==> src/rtl/seg_display_arbiter.sv <==
// ---------------------------------------------------------------------------
// seg_display_arbiter
//
// Purpose:
//   Shares one 8-digit seven-segment display between 4 requesters using
//   round-robin arbitration. The current owner's 8 segment bytes are
//   registered and driven to the display scanner. When other clients are
//   waiting, the owner is pre-empted after a minimum time quantum. Every
//   handover inserts a blank gap.
//
// Ports:
//   iCLK          in   1   system clock, all logic on posedge
//   nRST          in   1   synchronous, active-low reset
//   iREQ          in   4   level request per client
//   iDATA0..3     in   64  client digit bytes, [63:56]=digit7 .. [7:0]=digit0
//   oGNT          out  4   one-hot grant, zero when there is no owner
//   oOWNER        out  2   index of the current or last owner
//   oBUSY         out  1   high while a client owns the display
//   oSEG7..oSEG0  out  8   registered digit bytes to the scanner
// ---------------------------------------------------------------------------
module seg_display_arbiter #(
    parameter logic [31:0] QUANTUM    = 32'd50000,
    parameter logic [31:0] GAP_CYCLES = 32'd4,
    parameter logic [7:0]  BLANK      = 8'h00
) (
    input  logic        iCLK,
    input  logic        nRST,
    input  logic [3:0]  iREQ,
    input  logic [63:0] iDATA0,
    input  logic [63:0] iDATA1,
    input  logic [63:0] iDATA2,
    input  logic [63:0] iDATA3,
    output logic [3:0]  oGNT,
    output logic [1:0]  oOWNER,
    output logic        oBUSY,
    output logic [7:0]  oSEG7,
    output logic [7:0]  oSEG6,
    output logic [7:0]  oSEG5,
    output logic [7:0]  oSEG4,
    output logic [7:0]  oSEG3,
    output logic [7:0]  oSEG2,
    output logic [7:0]  oSEG1,
    output logic [7:0]  oSEG0
);

    typedef enum logic [1:0] {
        ST_IDLE   = 2'd0,
        ST_OWN    = 2'd1,
        ST_SWITCH = 2'd2
    } state_t;

    // State registers
    state_t      r_state;
    logic [3:0]  r_gnt;
    logic [1:0]  r_owner;
    logic [1:0]  r_last_owner;
    logic        r_busy;
    logic [31:0] r_cnt;
    logic [31:0] r_gap_cnt;
    logic [7:0]  r_seg [0:7];

    // Next-state values
    state_t      w_state_next;
    logic [3:0]  w_gnt_next;
    logic [1:0]  w_owner_next;
    logic [1:0]  w_last_owner_next;
    logic        w_busy_next;
    logic [31:0] w_cnt_next;
    logic [31:0] w_gap_cnt_next;
    logic [7:0]  w_seg_next [0:7];

    // Datapath helpers
    logic [63:0] w_data [0:3];
    logic [63:0] w_owner_data;
    logic [7:0]  w_owner_byte [0:7];
    logic        w_rr_found;
    logic [1:0]  w_rr_win;
    logic        w_others_req;
    logic        w_cnt_max;
    logic        w_gap_end;
    logic        w_take;

    assign w_data[0] = iDATA0;
    assign w_data[1] = iDATA1;
    assign w_data[2] = iDATA2;
    assign w_data[3] = iDATA3;

    // Only the owner's bytes ever reach the display.
    assign w_owner_data = w_data[r_owner];

    genvar gi;
    generate
        for (gi = 0; gi < 8; gi++) begin : g_byte
            assign w_owner_byte[gi] = w_owner_data[8*gi +: 8];
        end
    endgenerate

    // Round-robin search starting just after the last owner. The loop runs
    // from the farthest candidate to the nearest so that the nearest
    // asserted request is the one left standing. Offset 4 wraps back to the
    // last owner itself, so a pre-empted owner is always ranked last.
    always_comb begin
        w_rr_found = 1'b0;
        w_rr_win   = 2'd0;
        for (int i = 4; i >= 1; i--) begin
            if (iREQ[r_last_owner + 2'(i)]) begin
                w_rr_found = 1'b1;
                w_rr_win   = r_last_owner + 2'(i);
            end
        end
    end

    // r_gnt is one-hot on the owner while in OWN, so this masks out the owner.
    assign w_others_req = |(iREQ & ~r_gnt);
    assign w_cnt_max    = (r_cnt == QUANTUM - 32'd1);
    assign w_gap_end    = (r_gap_cnt == GAP_CYCLES - 32'd1);

    // Next-state and output logic
    always_comb begin
        w_state_next      = r_state;
        w_gnt_next        = r_gnt;
        w_owner_next      = r_owner;
        w_last_owner_next = r_last_owner;
        w_busy_next       = r_busy;
        w_cnt_next        = r_cnt;
        w_gap_cnt_next    = r_gap_cnt;
        w_take            = 1'b0;
        for (int k = 0; k < 8; k++) begin
            w_seg_next[k] = r_seg[k];
        end

        case (r_state)
            ST_IDLE: begin
                w_gnt_next  = 4'd0;
                w_busy_next = 1'b0;
                for (int k = 0; k < 8; k++) begin
                    w_seg_next[k] = BLANK;
                end
                w_take = w_rr_found;
            end

            ST_OWN: begin
                for (int k = 0; k < 8; k++) begin
                    w_seg_next[k] = w_owner_byte[k];
                end
                w_cnt_next = w_cnt_max ? r_cnt : r_cnt + 32'd1;
                // Voluntary release and quantum expiry take the same path.
                if (!iREQ[r_owner] || (w_cnt_max && w_others_req)) begin
                    w_state_next   = ST_SWITCH;
                    w_gnt_next     = 4'd0;
                    w_busy_next    = 1'b0;
                    w_gap_cnt_next = 32'd0;
                    for (int k = 0; k < 8; k++) begin
                        w_seg_next[k] = BLANK;
                    end
                end
            end

            ST_SWITCH: begin
                w_gnt_next  = 4'd0;
                w_busy_next = 1'b0;
                for (int k = 0; k < 8; k++) begin
                    w_seg_next[k] = BLANK;
                end
                // Requests are only looked at on the edge closing the gap.
                if (w_gap_end) begin
                    w_state_next = ST_IDLE;
                    w_take       = w_rr_found;
                end else begin
                    w_gap_cnt_next = r_gap_cnt + 32'd1;
                end
            end

            default: begin
                w_state_next = ST_IDLE;
                w_gnt_next   = 4'd0;
                w_busy_next  = 1'b0;
            end
        endcase

        // Common grant path from IDLE and from the end of a gap. The display
        // stays blank on this edge; owner bytes follow one edge later.
        if (w_take) begin
            w_state_next      = ST_OWN;
            w_gnt_next        = 4'b0001 << w_rr_win;
            w_owner_next      = w_rr_win;
            w_last_owner_next = w_rr_win;
            w_busy_next       = 1'b1;
            w_cnt_next        = 32'd0;
        end
    end

    // State register
    always_ff @(posedge iCLK) begin
        if (!nRST) begin
            r_state      <= ST_IDLE;
            r_gnt        <= 4'd0;
            r_owner      <= 2'd0;
            r_last_owner <= 2'd3;
            r_busy       <= 1'b0;
            r_cnt        <= 32'd0;
            r_gap_cnt    <= 32'd0;
            for (int k = 0; k < 8; k++) begin
                r_seg[k] <= BLANK;
            end
        end else begin
            r_state      <= w_state_next;
            r_gnt        <= w_gnt_next;
            r_owner      <= w_owner_next;
            r_last_owner <= w_last_owner_next;
            r_busy       <= w_busy_next;
            r_cnt        <= w_cnt_next;
            r_gap_cnt    <= w_gap_cnt_next;
            for (int k = 0; k < 8; k++) begin
                r_seg[k] <= w_seg_next[k];
            end
        end
    end

    assign oGNT   = r_gnt;
    assign oOWNER = r_owner;
    assign oBUSY  = r_busy;
    assign oSEG0  = r_seg[0];
    assign oSEG1  = r_seg[1];
    assign oSEG2  = r_seg[2];
    assign oSEG3  = r_seg[3];
    assign oSEG4  = r_seg[4];
    assign oSEG5  = r_seg[5];
    assign oSEG6  = r_seg[6];
    assign oSEG7  = r_seg[7];

endmodule

==> config.mk <==
export PLATFORM = sky130hd
export DESIGN_NAME = seg_display_arbiter
export DESIGN_NICKNAME = d
export VERILOG_FILES = /design/src/rtl/seg_display_arbiter.sv
export SDC_FILE = /design/constraint.sdc
export NUM_CORES = 1
export LEC_CHECK = 0
export ABC_AREA = 1
export CORE_MARGIN = 1.5
export CORE_UTILIZATION = 45
export DETAILED_ROUTE_END_ITERATION = 10
export PLACE_DENSITY = 0.81
export SETUP_SLACK_MARGIN = 0.2
export SYNTH_ARGS = -nofsm -noshare
export SYNTH_HDL_FRONTEND = slang
export SYNTH_SLANG_ARGS = --single-unit
==> constraint.sdc <==
create_clock -name iCLK -period 3.4 [get_ports iCLK]
set_clock_uncertainty 0.2 [all_clocks]
set_input_delay 0.85 -clock iCLK [delete_from_list [all_inputs] [get_ports iCLK]]
set_output_delay 0.85 -clock iCLK [all_outputs]
set_load 0.01 [all_outputs]
Yosys cells after proc, flatten, opt, wreduce, memory -nomap -nowiden:

Memories as Yosys holds them, arrays and structs flattened.
Index checks and enable logic that the tools add are counted.

* bits in registers: 75
* memories: 1
* memory bits (writable): 64
* word-level logic and storage cells: 105
* output and inout port bits: 71

* muxes and demuxes: 48
* shift operators: 1
* eq/ne operators: 10
* order comparisons: 6
* $add $sub $neg: 5
* reductions and logical operators: 12
* bitwise operators: 14

Memory list
* r_seg: depth 8, width 8, rd ports 8, clocked after memory_dff 0, wr ports 8, line 60 `logic [7:0] r_seg [0:7];`

Operators by type and width (count)
* two-way mux 64 bit: 3
* binary-select mux 64 bit (select 2 bit): 1
* case mux 64 bit (2 select lines): 1
* adder 32 x 1 -> 32 bit (second input constant): 2
* two-way mux 32 bit: 2
* two-way mux 8 bit: 8
* case mux 32 bit (2 select lines): 1
* equality test 32 x 16 -> 1 bit (second input constant): 1
* equality test 32 x 2 -> 1 bit (second input constant): 1
* two-way mux 1 bit: 16
* < comparator 2 x 3 -> 1 bit (second input constant): 5
* two-way mux 2 bit: 6
* two-way mux 4 bit: 3
* binary-select mux 1 bit (select 2 bit): 5
* AND reduction 3 bit: 3
* != test 2 bit (second input constant): 4
* OR 1 bit: 8
* != test 3 bit (second input constant): 2
* case mux 2 bit (3 select lines): 1
* adder 2 bit (second input constant): 2
* bitwise AND 4 bit: 1
* NOT 4 bit: 1
* OR reduction 2 bit: 2
* OR reduction 4 bit: 1
* 14 further kinds: 16

Logic depth before layout (Yosys ltp):

Gate-level depths: netlist (run 1).

* depth in word-level cells: 10
* gate-level depth with buffers: 13
* depth with buffers taken out: 12

Worst setup path before layout (run 1):

Ideal clock, no wire load.

* path kind: input-to-reg
* start point: in iREQ[3]
* end point: mem r_seg[6][5] (netlist: r_seg[1][21])
* arrival: 1.820 ns
* setup time: 0.143 ns
* cell stages on the path: 10
* setup slack: 1.237 ns
* cells stage by stage: inv_1 > or2_2 > nand2_1 > nand3_2 > nand3_4 > inv_2 > buf_6 > buf_6 > nand2_2 > a21oi_2

RTL lines
* from (decl): line 28 `input logic [3:0] iREQ,`
* to (decl): line 60

Worst setup path after layout (run 1):

* start point: reg r_cnt[0]
* end point: reg r_cnt[19]

* word-level cells in the longest chain between the ends: 3

Ends and longest elaborated chain
* from (decl): line 58 `logic [31:0] r_cnt;`
* from (signal assigned): line 212 `r_cnt <= w_cnt_next;`
* parallel branches: the longest is 3 deep, another holds adder 32 x 1 -> 32 bit

Parallel ways; which one is timed is not known.
A chain may end at the register's enable or synchronous reset.

==> results_dict.tcl, run 1 <==
set metrics [dict create \
    setup_tns_ns 0 \
    synth_xor_area_share_pct 1.98 \
    pre_cts_ws_ns 0.429 \
    clkLatencyLatePin_ns 0.43 \
    yosys_warnings 0 \
    grt_util_all_layers_pct 34.0 \
    synth_top_area_cell "dfxtp_1" \
    powerDensity_mw_per_mm2 556 \
    via_per_inst 5.37 \
    grt_pass1_vias 10000 \
    critPathLaunchType "flip-flop" \
    synth_cell_types 35 \
    synthMuxAreaShare_pct 0 \
    vias 11000 \
    finalHoldViolations 0 \
    first_pass_iters 5 \
    numCtsBuffers 17 \
    cts_tree "built" \
    hp-class "reg -> reg" \
    die_area_sq_mm 0.0205 \
    clkSinkCount 139 \
    drv_slew 0 \
    cts_buffer_depth 2 \
    die_h_um 143 \
    fmax_mhz 332 \
    synth_fp_nets 1747 \
    rsz0062_at_grt "no" \
    cts_resized 0 \
    syn-cell-area_sq_mm 0.00885 \
    wire_per_inst_um 17.1 \
    path_cells "ha_1, nand2_2, nor2_4, nand3_2, nor2_2, and2_2, nor2_4, clkinv_2, nand2_1, a21oi_1" \
    synthAdderAreaFrac_pct 0.283 \
    drt_iter0_drc 851 \
    fin_nets 2033 \
    critPathKind "reg -> reg" \
    synth.top_cell.area_share_pct 31.5 \
    start_util_pct 45.6 \
    rows 51 \
    cp_top_family "simple AND/OR/NAND/NOR gates" \
    critPathMaxFanout 34 \
    async_reset_ff_share_pct 0 \
    yosys.cell_count.top_type "nand2_1" \
    place_congestion 0.983 \
    port_buffers 332 \
    core-area_sq_mm 0.0194 \
    yosys-top-cells-count "nand2_1, nor2_1, o21ai_0, dfxtp_1, a21oi_1" \
    grt_pass1_wl_um 53600 \
    fin_crit_ns 3.01 \
    synth_top_family_by_area "simple AND/OR/NAND/NOR gates" \
    synthSimpleGateAreaFrac_pct 37.0 \
    overflow 0 \
    finalWirelength_um 35100 \
    area_growth_pct 47.6 \
    synth_flop_cell "dfxtp_1" \
    synth_compound_area_share_pct 21.5 \
    maxCapViolCount 0 \
    final_util_pct 67.3 \
    antenna_found_initial 4 \
    status "completed" \
    setup_viol 0 \
    ios 333 \
    ys_ff_latch 139 \
    final_min_period_over_clock_period_pct 88.5 \
    ys_seq_area_share_pct 31.5 \
    power.leakage_nw 4.75 \
    synth_area_leaders "dfxtp_1, nand2_1, nor2_1, o21ai_0, a21oi_1" \
    path_clk_slew_ns 0.06 \
    ctsHoldBuffers 0 \
    worstPathArrival_ns 3.10 \
    endpoint_kind "flip-flop" \
    hold_ws_ns 0.265 \
    synth.avg_cell_area_sq_um 5.97 \
    max-vdd-ir-drop_v 0.000323 \
    fp.dieW_um 143 \
    hpwlAfterDp_um 26200 \
    relSlewSlack_pct 46.8 \
    critical_path_required_ns 3.49 \
    drive_gt1_share_pct 5.56 \
    cpMostUsedCell "nor2_4" \
    root_buffer "clkbuf_16" \
    max_stage_delay_ns 0.63 \
    grt_max_degree 108 \
    slowest_stage "clkinv_2" \
    synth_edf_count 0 \
    critical_path_buf_inv_count 1 \
    n_fill_cell 1757 \
    worst_slack_ns 0.392 \
    antenna_left 0 \
    synthCells 1483 \
    drc 0 \
    htree_levels 4 \
    post_cts_buffers 0 \
    worstMarginPinSlew_ns 0.796 \
]
-- power by group --
part | total, mW | internal, mW | switching (mW)
Combinational | 3.01 | 1.19 | 1.83
Sequential | 1.99 | 1.82 | 0.166
Clock | 2.25 | 1.50 | 0.755
-- flip-flops by register name (all words and copies together) (netlist names) --
name / cells
oBUSY: 1
r_cnt: 32
r_state: 2
r_seg: 64
oOWNER: 2
r_gap_cnt: 32
oGNT: 4
r_last_owner: 2
-- worst min-delay path, cell delays in order (launching register included) --
cell	delay, ns
dfxtp_1	0.31
nand2_1	0.06
a21oi_1	0.05
-- cell families after synthesis --
| kind of cell | count (synthesis) |
|---|---|
| and+or+nand+nor | 808 |
| AOI/OAI and AO/OA | 350 |
| buffers and inverters | 164 |
| DFF | 139 |
| xor gates and xnor gates | 20 |
| adders and majority gates | 2 |
-- area by class of cell --
cell class / instances / area [sq um] / area share, %
clock inverters: 10 / 206 / 1.58
repair buffers: 349 / 3530 / 27.0
multi-input cells: 1180 / 5380 / 41.2
flip-flops and latches: 139 / 2790 / 21.3
well taps: 265 / 332 / 2.54
inverters: 82 / 315 / 2.41
clock buffers: 22 / 505 / 3.87
diodes: 5 / 12.5 / 0.0958
-- cell usage in the layout, fill, tap and decap left out, types with 2 or more instances in the layout --
master           count
nand2_1            436
clkdlybuf4s50_1    332
nor2_1             248
o21ai_0            140
dfxtp_1            137
a21oi_1            123
inv_1               73
nand3_1             66
o22ai_1             66
nor3_1              26
xor2_1              18
clkbuf_16           18
nand2_2             13
buf_4               11
a21oi_2             10
a21o_1               7
or2_2                6
bufinv_16            6
buf_12               6
diode_2              5
inv_2                5
clkinv_2             4
clkbuf_8             4
nand4_1              3
o211ai_1             3
nor2_4               2
nand3_2              2
inv_4                2
xnor2_1              2
ha_1                 2
-- routing by layer --
| metal | part of all wire [%] | up-vias | track usage [%] |
|---|---|---|---|
| met5 | 0.037 | - | 0 |
| met2 | 47 | 459 | 53.2 |
| met3 | 8.4 | 84 | 9.79 |
| li1 | - | 5432 | - |
| met4 | 4.2 | 2 | 16.9 |
| met1 | 41 | 5042 | 42.6 |
-- stage by stage --
stage | power [mW] | cell area (sq um) | instances
2_1_floorplan | 3.80 | 8850 | 1483
3_3_place_gp | 4.97 | 12300 | 2015
3_5_place_dp | 4.98 | 12300 | 2015
4_1_cts | 7.24 | 13100 | 2047
5_1_grt | 7.62 | 13100 | 2050
6_report | 7.26 | 13100 | 2052
-- worst paths after layout --
kind                 endpoint        start  slack [ns]  cells after the start
setup / recovery    r_cnt[19]     r_cnt[0]        0.39                     10
setup reg to reg    r_cnt[19]     r_cnt[0]        0.39                     10
hold / removal    r_seg[0][3]  r_seg[0][3]        0.26                      2
hold reg to reg   r_seg[0][3]  r_seg[0][3]        0.26                      2
Power figures use the tool's default switching activity.
==> run 2, diff against run 1 <==
--- a/config.mk
+++ b/config.mk
@@ -6,6 +6,7 @@
 export NUM_CORES = 1
 export LEC_CHECK = 0
 export ABC_AREA = 1
+export ABC_CLOCK_PERIOD_IN_PS = 3400
 export CORE_MARGIN = 1.5
 export CORE_UTILIZATION = 45
 export DETAILED_ROUTE_END_ITERATION = 10
==> results of run 2 <==
Final layout, timing and power as in run 1 (identical DEF).
